==> src/rtl/deselector.sv <==
// Serial-to-parallel demultiplexer that rebuilds a word scanned out through the
// 7-input selector. Each enabled cycle in SHIFT steers Y into slot W[B] and
// advances B. On the last slot the finished word goes into the holding
// register A, and done pulses for one cycle.
module deselector #(
  parameter int WIDTH = 7,
  parameter int SEL_W = 3
) (
  input  logic             clock,
  input  logic             reset,
  input  logic             start,
  input  logic             enable,
  input  logic             Y,
  output logic [0:SEL_W-1] B,
  output logic [0:WIDTH-1] A,
  output logic             busy,
  output logic             done
);

  typedef enum logic {IDLE = 1'b0, SHIFT = 1'b1} state_t;

  // Index of the final slot. Reaching it closes the word, so B never wraps.
  localparam logic [0:SEL_W-1] LAST = SEL_W'(WIDTH - 1);
  localparam logic [0:SEL_W-1] ONE  = SEL_W'(1);

  state_t           state_reg, state_next;
  logic [0:SEL_W-1] b_reg, b_next;
  logic [0:WIDTH-1] w_reg, w_next;   // word under assembly
  logic [0:WIDTH-1] a_reg, a_next;   // last completed word, stable while the next one builds
  logic             done_reg, done_next;

  // Next-state logic. Every register holds unless the current state and inputs say otherwise.
  always_comb begin
    state_next = state_reg;
    b_next     = b_reg;
    w_next     = w_reg;
    a_next     = a_reg;
    done_next  = 1'b0;
    case (state_reg)
      IDLE: begin
        // enable and Y are don't-care here, even in the start cycle
        if (start) begin
          w_next     = '0;
          b_next     = '0;
          state_next = SHIFT;
        end
      end
      SHIFT: begin
        // start is ignored mid-word, and enable=0 simply stalls
        if (enable) begin
          if (b_reg == LAST) begin
            // The last bit goes straight into A, so the word is published without an extra cycle
            a_next          = w_reg;
            a_next[WIDTH-1] = Y;
            done_next       = 1'b1;
            b_next          = '0;
            state_next      = IDLE;
          end else begin
            w_next[b_reg] = Y;
            b_next        = b_reg + ONE;
          end
        end
      end
      default: state_next = IDLE;
    endcase
  end

  // State and datapath registers. Reset discards any partial word and clears A.
  always_ff @(posedge clock) begin
    if (reset) begin
      state_reg <= IDLE;
      b_reg     <= '0;
      w_reg     <= '0;
      a_reg     <= '0;
      done_reg  <= 1'b0;
    end else begin
      state_reg <= state_next;
      b_reg     <= b_next;
      w_reg     <= w_next;
      a_reg     <= a_next;
      done_reg  <= done_next;
    end
  end

  // Every output comes straight from a register.
  assign B    = b_reg;
  assign A    = a_reg;
  assign done = done_reg;
  assign busy = (state_reg == SHIFT);

endmodule

==> config.mk <==
export PLATFORM = sky130hd
export DESIGN_NAME = deselector
export DESIGN_NICKNAME = d
export VERILOG_FILES = /design/src/rtl/deselector.sv
export SDC_FILE = /design/constraint.sdc
export NUM_CORES = 1
export LEC_CHECK = 0
export CORE_MARGIN = 8
export CORE_UTILIZATION = 29
export DETAILED_ROUTE_END_ITERATION = 10
export PLACE_DENSITY = 0.49
export SLEW_MARGIN = 20
export SYNTH_ARGS = -nofsm -noshare
export SYNTH_HDL_FRONTEND = slang
export SYNTH_SLANG_ARGS = --single-unit
==> constraint.sdc <==
create_clock -name clock -period 1.55 [get_ports clock]
set_clock_uncertainty 0.05 [all_clocks]
set_input_delay 0.155 -clock clock [delete_from_list [all_inputs] [get_ports clock]]
set_output_delay 0.155 -clock clock [all_outputs]
set_load 0.02 [all_outputs]
## After elaboration in Yosys (flattened, before gate mapping)

Cells that the tools add are included.
Widths: inputs -> output; s select.

- Output and inout port bits: 12
- Logic and storage cells: 36
- Input port bits: 5
- Flip-flop bits (word level): 19

- Bitwise operators: 3
- Reductions and logical operators: 5
- Add/subtract/negate cells: 1
- $lt $le $gt $ge: 2
- Muxes and demuxes: 16
- Equality and inequality tests: 4

Operators by type and width:

| cell | number |
|---|---|
| $mux 7 | 3 |
| $pmux 7 s2 | 1 |
| $mux 3 | 3 |
| $bwmux 7 | 1 |
| $ne 2x2->1 const B | 3 |
| $pmux 3 s2 | 1 |
| $reduce_and 3->1 | 2 |
| $mux 1 | 5 |
| $ge 4x4->1 const B | 1 |
| $lt 4x1->1 const B | 1 |
| $not 3->4 | 1 |
| $add 3x1->3 const B | 1 |
| $demux 1 s3 | 1 |
| $eq 3x3->1 const B | 1 |
| $reduce_or 3->1 | 1 |
| $not 1->1 | 2 |
| $pmux 1 s2 | 1 |
| $reduce_and 2->1 | 1 |
| $logic_and 1x1->1 | 1 |

## Logic depth before layout (Yosys ltp)

Gate-level depths: netlist (run 1).

- Word-level depth: 9
- Gate-level depth with buffers: 4
- Gate-level depth less buffers: 3

## Worst setup path after synthesis (run 1)

OpenSTA, ideal clock, no wires.

- Path type: reg-to-reg
- From: reg b_reg (netlist bit B[0])
- To: reg a_reg (netlist bit A[0])
- Path buffers: 1
- Data arrival time: 1.197 ns
- Cell stages (with the launch flop): 5
- Setup time: 0.117 ns
- Path slack: 0.186 ns
- Period minus slack after synthesis: 1.364 ns
- Data required time: 1.383 ns
- Cells stage by stage: dfxtp_1 clkbuf_2 nand2b_2 o21a_4 a22o_1

- Longest elaborated chain between the ends: 2

RTL lines:

| element | line | RTL |
|---|---|---|
| from (decl) | 27 | `logic [0:SEL_W-1] b_reg, b_next;` |
| from (signal assigned) | 78 | `b_reg <= b_next;` |
| $eq 3x3->1 | 51 | `if (b_reg == LAST) begin` |
| $reduce_and 3->1 (no source line) | -- |  |
| to (signal assigned) | 80 | `a_reg <= a_next;` |
| to (decl) | 29 | `logic [0:WIDTH-1] a_reg, a_next;` |

Every way passes these cells.
A chain may end at the register's enable or synchronous reset.

## Worst setup path after layout (run 1)

- From: reg a_reg (netlist bit A[6])
- To: out A[6] (netlist name)

RTL lines:

| element | line | RTL |
|---|---|---|
| to (decl) | 15 | `output logic [0:WIDTH-1] A,` |

No word-level cell between the ends.

==> results of run 1 <==
how the worst max path moves through the flow:
stage          slack, ns               from                 to
2_1_floorplan       0.19  B[0]$_SDFFE_PP0P_  A[0]$_SDFFE_PP0P_
3_5_place_dp        0.02             enable  A[4]$_SDFFE_PP0P_
6_report             0.1  A[6]$_SDFFE_PP0P_               A[6]
4_1_cts             0.08  A[0]$_SDFFE_PP0P_               A[0]
5_1_grt             0.03  A[1]$_SDFFE_PP0P_               A[1]
3_3_place_gp        0.03             enable  A[4]$_SDFFE_PP0P_
cell type report:
class / instances / area (sq um) / share of cell area [%]
repair buffers: 18 / 170.2 / 18.28
well taps: 28 / 35.03 / 3.763
flip-flops and latches: 18 / 360.3 / 38.71
multi-input cells: 42 / 321.6 / 34.54
clock buffers: 4 / 36.28 / 3.898
inverters: 2 / 7.507 / 0.8065
report_power, final:
part	internal [uW]	switching, uW
clock network	143	147
logic	26.1	31.6
registers	467	8.42
through the flow:
step                      total power [uW]  utilization, %  setup WS, ns  hold slack (ns)  area, sq um
after floorplan                      514.1               -        0.1862           0.1741        699.4
after global placement               547.1           39.90       0.02995           0.4022        899.6
after detailed placement             546.8           39.90       0.01728           0.4058        899.6
after CTS                            832.9           41.29       0.08060           0.4309        930.9
after global routing                 854.3           41.29       0.03379           0.4307        930.9
final                                823.5           41.29       0.09830           0.4274        930.9
worst reg2reg max path, delay by kind of cell (launching register included):
kind	cells	cell delay, ns
DFF	1	0.50
AOI/OAI and AO/OA	2	0.50
and+or+nand+nor	1	0.14
synth_stat cells:
| master | instances | area [sq um] |
|---|---|---|
| inv_1 | 2 | 7.510 |
| nor2_1 | 1 | 3.750 |
| o2111ai_1 | 2 | 17.52 |
| a21oi_1 | 3 | 15.01 |
| o211ai_1 | 1 | 7.510 |
| o21a_1 | 1 | 7.510 |
| nor4_1 | 1 | 6.260 |
| nand2_1 | 4 | 15.01 |
| o31ai_1 | 2 | 15.01 |
| nor3_4 | 1 | 16.27 |
| dfxtp_1 | 18 | 360.4 |
| nand3_1 | 6 | 30.03 |
| nand3_4 | 1 | 17.52 |
| and3_1 | 1 | 6.260 |
| nand2b_2 | 1 | 8.760 |
| nor3_1 | 1 | 5.000 |
| buf_2 | 1 | 5.000 |
| a211o_1 | 1 | 8.760 |
| clkbuf_2 | 1 | 5.000 |
| o21a_4 | 1 | 15.01 |
| nand4b_1 | 1 | 8.760 |
| mux2i_1 | 5 | 50.05 |
| nand2b_1 | 1 | 6.260 |
| a22o_1 | 7 | 61.31 |
metal layers:
metal / up-vias / part of all wire, % / routed length [um]
met5: - / 0 / 0
met4: 0 / 0.60 / 9
met1: 273 / 46 / 685
met3: 2 / 7.1 / 107
met2: 11 / 47 / 700
li1: 281 / - / -
kinds of logic after synthesis:
group / synth area share (%)
multiplexers: 7.156
buffers and inverters: 2.504
flip-flops: 51.52
AO/OA/AOI/OAI: 21.11
AND/OR/NAND/NOR: 17.71
==> results.md, run 1 <==
- The final max-slew violation count is 0.
- The endpoint class of the critical path is a primary output.
- For this design the static power due to leakage is 0.0003539 uW.
- The critical register-to-register path startpoint is B[0]$_SDFFE_PP0P_.
- The worst register-to-register path ends at A[4]$_SDFFE_PP0P_.
- The number of placed instances, taps included is 108.
- Clock-pin slew was measured on the worst setup and hold paths at 0.11 ns.
- The via count is 567.
- The routed length per instance is 13.42 um.
- The worst hold path begins at w_reg[5]$_SDFFE_PP0P_.
- For this run, design rule violations remaining after detail routing come to 0.
- The width of the chip is 65.11 um.
- met2 is the most crowded layer.
- The slowest stage of the critical path belongs to the cell clkdlybuf4s50_1.
- For the worst setup path, the data required time is 1.34 ns.
- After technology mapping, the gate count stands at 64.
- The final critical path takes up 93.66% of the cycle.
- The number of nets produced by synthesis is 69.
- The routability congestion estimate is 0.7495.
- Detailed placement ended at an HPWL of 1131 um.
- Global routing consumed, on the met3 layer, 4.407% of the routing resources.
- The detailed router finished its first iteration with 4 violations.
- The register-to-register setup slack is 0.24 ns.
- For this run, global-route usage on met2 was measured as 11.68%.
- The count of synthesis-stage warnings from yosys is 0.
- The total power density per cell area is 884.7 nW/um^2.
- The area growth from synthesis to final layout is 33.09%.
- The number of sinks driven by the clock tree is 18.
- The average cell area after synthesis is 10.93 sq um.
- The root buffer cell is clkbuf_4.
- The setup TNS is 0 ns.
- The delay of the slowest cell on the worst path is 0.60 ns.
- The synthesized netlist contains 24 unique library cells.
- The clock passes through at most 2 buffers.
- The post-route non-filler standard cell count is 112.
- The first-pass iteration count of the detailed router is 4.
- The number of global-route vias before repair is 561.
- The most frequent standard cell in the layout excluding fill and tap cells is dfxtp_1.
- The latest clock arrival within the worst-skew pair is 0.30 ns.
- The startpoint type of the worst setup path is a flop.
- In the global route stage, overall resource usage came out at 7.746%.
- After synthesis, flip-flops and latches occupy 51.52% of the total area.
- The number of nets in the final layout is 90.
- The total routed wirelength is 1503 um.
- The final critical-path required period is 1.452 ns.
- Data arrives at the worst endpoint at 1.25 ns.
- The top cell types in the final layout, fill and taps aside, are dfxtp_1 (18), clkdlybuf4s50_1 (12), a22o_1 (7).
- In this run the number of H-tree levels came out at 1.
- The initial utilization of the core area, before any placement, comes to 31.02%.
- The cell family contributing the most delay on the critical path is buffers and inverters.
- Measured against its own limit, the worst slew margin works out to 75.19%.
- For the pin with the worst max-slew slack, the measured transition is 0.3709 ns.
- The flip-flop count of the largest register, all copies and words added is 7.
- The worst hold path terminates at A[5]$_SDFFE_PP0P_.
- The detail route stage leaves a number of antenna-violating nets equal to 0.
- The critical path class is flop to primary output.
- Derived from the worst setup path, the maximum achievable clock frequency is 688.8 MHz.
- The critical path goes through clkdlybuf4s50_1.
- The cell depth of the worst hold path is 1.
- The combined area of all synthesized cells is 699.4 sq um.
- Counting the fill cells in the layout gives 246.
- The class of the tightest hold or removal check is flop to flop.
- After clock tree synthesis, the setup repair step added 0 buffers.
- Dividing the detail-routed via count by the number of cells gives 5.063.
- The worst-case IR drop observed on VDD is 640.9 uV.
- The first-pass GRT wire length is 2587 um.
- The maximum fanout along the worst path is 2.
- The die covers 4239 sq um.
- Setup violations remaining at the end of the flow were counted as 0.
- In this run the tool buffered the top-level ports with 16 buffer cells.
- The share of cells above drive strength 1 is 11.90%.
- The die is 65.11 um tall.
- The tool flagged a number of max-cap violations equal to 0.
- The number of synthesized register bits is 18.
- The post-cts sizing count is 4.
- The pin count of the biggest net entering global routing is 11.
- The floorplan step defined a core boundary enclosing 2255 sq um.
- The total stage count of the critical path is 1.
- TritonCTS built the clock tree.
- Together, buffers and inverters on the worst path number 1.
- The worst register-to-register path has a depth of 3.
- The number of antenna violations at the first check in global routing is 0.
- The flow ran to the end, and the final reports show no timing, DRC or antenna violations.
- 0 antenna diodes ended up in the layout.
- The met1 global-route usage is 9.100%.
- The count of final hold-check violations is 0.
- The TritonCTS buffer count is 3.
- 17 I/O pins were placed.
- The count of hold-fix buffers inserted at cts is 0.
- The global route total overflow is 0.
- The number of core rows is 17.
- Setup repair after global routing left no endpoint under its margin.
Power figures use the tool's default switching activity.
==> run 2: changes to the inputs <==
--- a/config.mk
+++ b/config.mk
@@ -8,6 +8,7 @@
 export CORE_MARGIN = 8
 export CORE_UTILIZATION = 29
 export DETAILED_ROUTE_END_ITERATION = 10
+export GPL_ROUTABILITY_DRIVEN = 0
 export PLACE_DENSITY = 0.49
 export SLEW_MARGIN = 20
 export SYNTH_ARGS = -nofsm -noshare
==> constraint.sdc (replaced) <==
create_clock -name clock -period 1.55 [get_ports clock]
set_clock_uncertainty 0.05 [all_clocks]
set_input_delay 0.3875 -clock clock [delete_from_list [all_inputs] [get_ports clock]]
set_output_delay 0.3875 -clock clock [all_outputs]
set_load 0.02 [all_outputs]
==> results.md, run 2 (synthesized netlist as in run 1, its figures left out) <==
- The count of final hold-check violations is 0 (unchanged).
- The transition time of the tightest slew-check pin came to 0.3263 ns (-0.04469 ns).
- The TritonCTS buffer count is 3 (unchanged).
- The count of hold-fix buffers inserted at cts is 0 (unchanged).
- The post-detailed-route via-to-cell ratio is 4.810 (-5.0%).
- The run finished with clean final reports.
- The via count is 582 (+2.6%).
- The number of nets in the final layout came to 99 (+10%).
- The flip-flop count of the largest register, all copies and words added is 7 (unchanged).
- The endpoint class of the critical path is a flop.
- The layout filler cell count was 240 (-2.4%).
- The data required time at the worst endpoint was 1.67 ns (+0.33 ns).
- The routed length per instance is 13.67 um (+1.9%).
- The post-route DRC violation count came to 0 (unchanged).
- The number of max-cap violations was 0 (unchanged).
- The total routed wirelength is 1654 um (+10%).
- The final critical-path required period is 1.461 ns (+0.009658 ns).
- The footprint of the flip-flops and latches is 360.3 sq um (unchanged).
- The violation count after the first detailed-route iteration is 7 (+3).
- The total design power is 829.4 uW (+0.71%).
- The area of the multi-input gates is 321.6 sq um (unchanged).
- The fraction of the cycle the final worst path needs is 94.28% (+0.62 points).
- The number of antenna violations at the first check in global routing was 0 (unchanged).
- The most frequent standard cell in the layout excluding fill and tap cells is dfxtp_1.
- The global route total overflow came to 0 (unchanged).
- The total power density per cell area was 839.0 nW/um^2 (-5.2%).
- The number of inserted diodes is 0 (unchanged).
- The die height is 65.11 um (unchanged).
- The number of nets still failing antenna checks after routing came to 0 (unchanged).
- The critical path is of the primary input to flop type.
- The count of input and output buffers came to 16 (unchanged).
- The critical path goes through clkdlybuf4s50_1, nand3_4, o21a_4, a22o_1.
- The post-cts sizing count was 12 (+8).
- The maximum number of buffers from clock root to sink is 2 (unchanged).
- The global-route usage over all layers is 8.304% (+0.56 points).
- The dominant delay contributor by cell family on the critical path is buffers and inverters.
- The effective utilization at floorplan was 31.02% (unchanged).
- The share of cells above drive strength 1 is 20.43% (+8.5 points).
- The total I/O pin count came to 17 (unchanged).
- The TritonCTS clock tree is built.
- The root buffer cell is clkbuf_4.
- The slowest cell on the critical path is clkdlybuf4s50_1.
- The final max-slew violation count is 0 (unchanged).
- The number of sinks driven by the clock tree was 18 (unchanged).
- The width of the chip is 65.11 um (unchanged).
- The half-perimeter wire length of the detailed placement result came to 1313 um (+16%).
- In this run the worst hold path is classified as flop to flop.
- The number of global-route vias before repair is 606 (+8.0%).
- The number of core rows is 17 (unchanged).
- The endpoint arrival time on the critical path is 1.59 ns (+0.34 ns).
- The delay of the slowest cell on the worst path came to 0.58 ns (-0.02 ns).
- The leakage dissipation is 0.0004381 uW (+24%).
- Relative to the synthesized area, the layout overhead comes to 41.32%.
- The maximum fanout along the worst path was 8 (+6).
- The depth of the CTS H-tree came to 1 (unchanged).
- The number of buffer and inverter stages on the critical path was 1 (unchanged).
- The worst hold-check slack came to 0.4296 ns (+0.002199 ns).
- The max-slew headroom at the worst pin was 78.25% (+3.1 points).
- The number of endpoints failing setup at the final stage is 0 (unchanged).
- The pin count of the biggest net entering global routing is 11 (unchanged).
- Setup repair after global routing left no endpoint under its margin.
- The first-pass iteration count of the detailed router is 4 (unchanged).
- The latest clock arrival within the worst-skew pair is 0.29 ns (about the same).
- The area inside the core boundary is 2255 sq um (unchanged).
- The peak ir drop on the vdd network is 441.2 uV (-31%).
- The buffers inserted during post-CTS setup optimization is 0 (unchanged).
- The die area came to 4239 sq um (unchanged).
- The first-pass GRT wire length is 2884 um (+11%).
- The register-to-register setup slack was 0.17 ns (-0.07 ns).
- The startpoint type of the worst setup path is a primary input.
- The maximum clock frequency is 684.3 MHz (-0.66%).
- In the layout the commonest cells are dfxtp_1 (18), dlygate4sd2_1 (12), buf_4 (11).
- The post-CTS clock slew at the launch and capture registers of the worst setup and hold paths is 0.09 ns (-0.02 ns).
-- run 2: changes by cell type in the layout (fill, tap and decap cells not counted) --
cell             previous run  this run
dlygate4sd2_1               4        12
buf_4                       2        11
clkdlybuf4s50_1            12         4
-- run 2: report_power, final --
group | internal [uW] | switching (uW) | leakage, uW
registers | 467 | 2.18 | 0.000145
clock network | 143 | 142 | 0.0000210
logic | 35.5 | 40.1 | 0.000272
total | 645 | 184 | 0.000438
-- run 2: final timing paths --
path,from,endpoint,cells after the start
hold reg to reg,w_reg[3]$_SDFFE_PP0P_,w_reg[3]$_SDFFE_PP0P_,2
setup reg to reg,B[2]$_SDFFE_PP0P_,A[5]$_SDFFE_PP0P_,4
setup / recovery,enable,A[5]$_SDFFE_PP0P_,4
hold / removal,w_reg[3]$_SDFFE_PP0P_,w_reg[3]$_SDFFE_PP0P_,2
-- run 2: worst register-to-register path, delay by kind of cell (launching register included) --
family                 cells  cell delay (ns)
flip-flops                 1             0.32
AND/OR/NAND/NOR            1             0.22
AO/OA/AOI/OAI              2             0.52
buffers and inverters      1             0.15
-- run 2: final cells by class --
| cell class | count | area share (%) |
|---|---|---|
| multi-input combinational | 42 | 32.53 |
| inverter | 2 | 0.7595 |
| tap | 28 | 3.544 |
| timing repair buffer | 27 | 23.04 |
| sequential | 18 | 36.46 |
| clock buffer | 4 | 3.671 |
-- run 2: metal layers --
metal	GRT usage [%]	wire, um	vias to the layer above	share of wire [%]
met2	14.53	804	10	49
met1	9.684	740	271	45
met3	3.220	108	0	6.5
met5	0	0	-	0
met4	0.8174	0	0	0
li1	-	-	301	-
-- run 2: metrics by stage --
step	setup TNS (ns)	setup WS (ns)	util [%]	area [sq um]	std cells
final	0	0.08864	43.84	988.4	121
after global routing	0	0.01725	43.84	988.4	121
after CTS	0	0.08607	43.84	988.4	121
after detailed placement	-2.543	-0.2103	42.90	967.2	117
after global placement	-2.309	-0.1887	42.90	967.2	117
after floorplan	0	0.1862	-	699.4	64
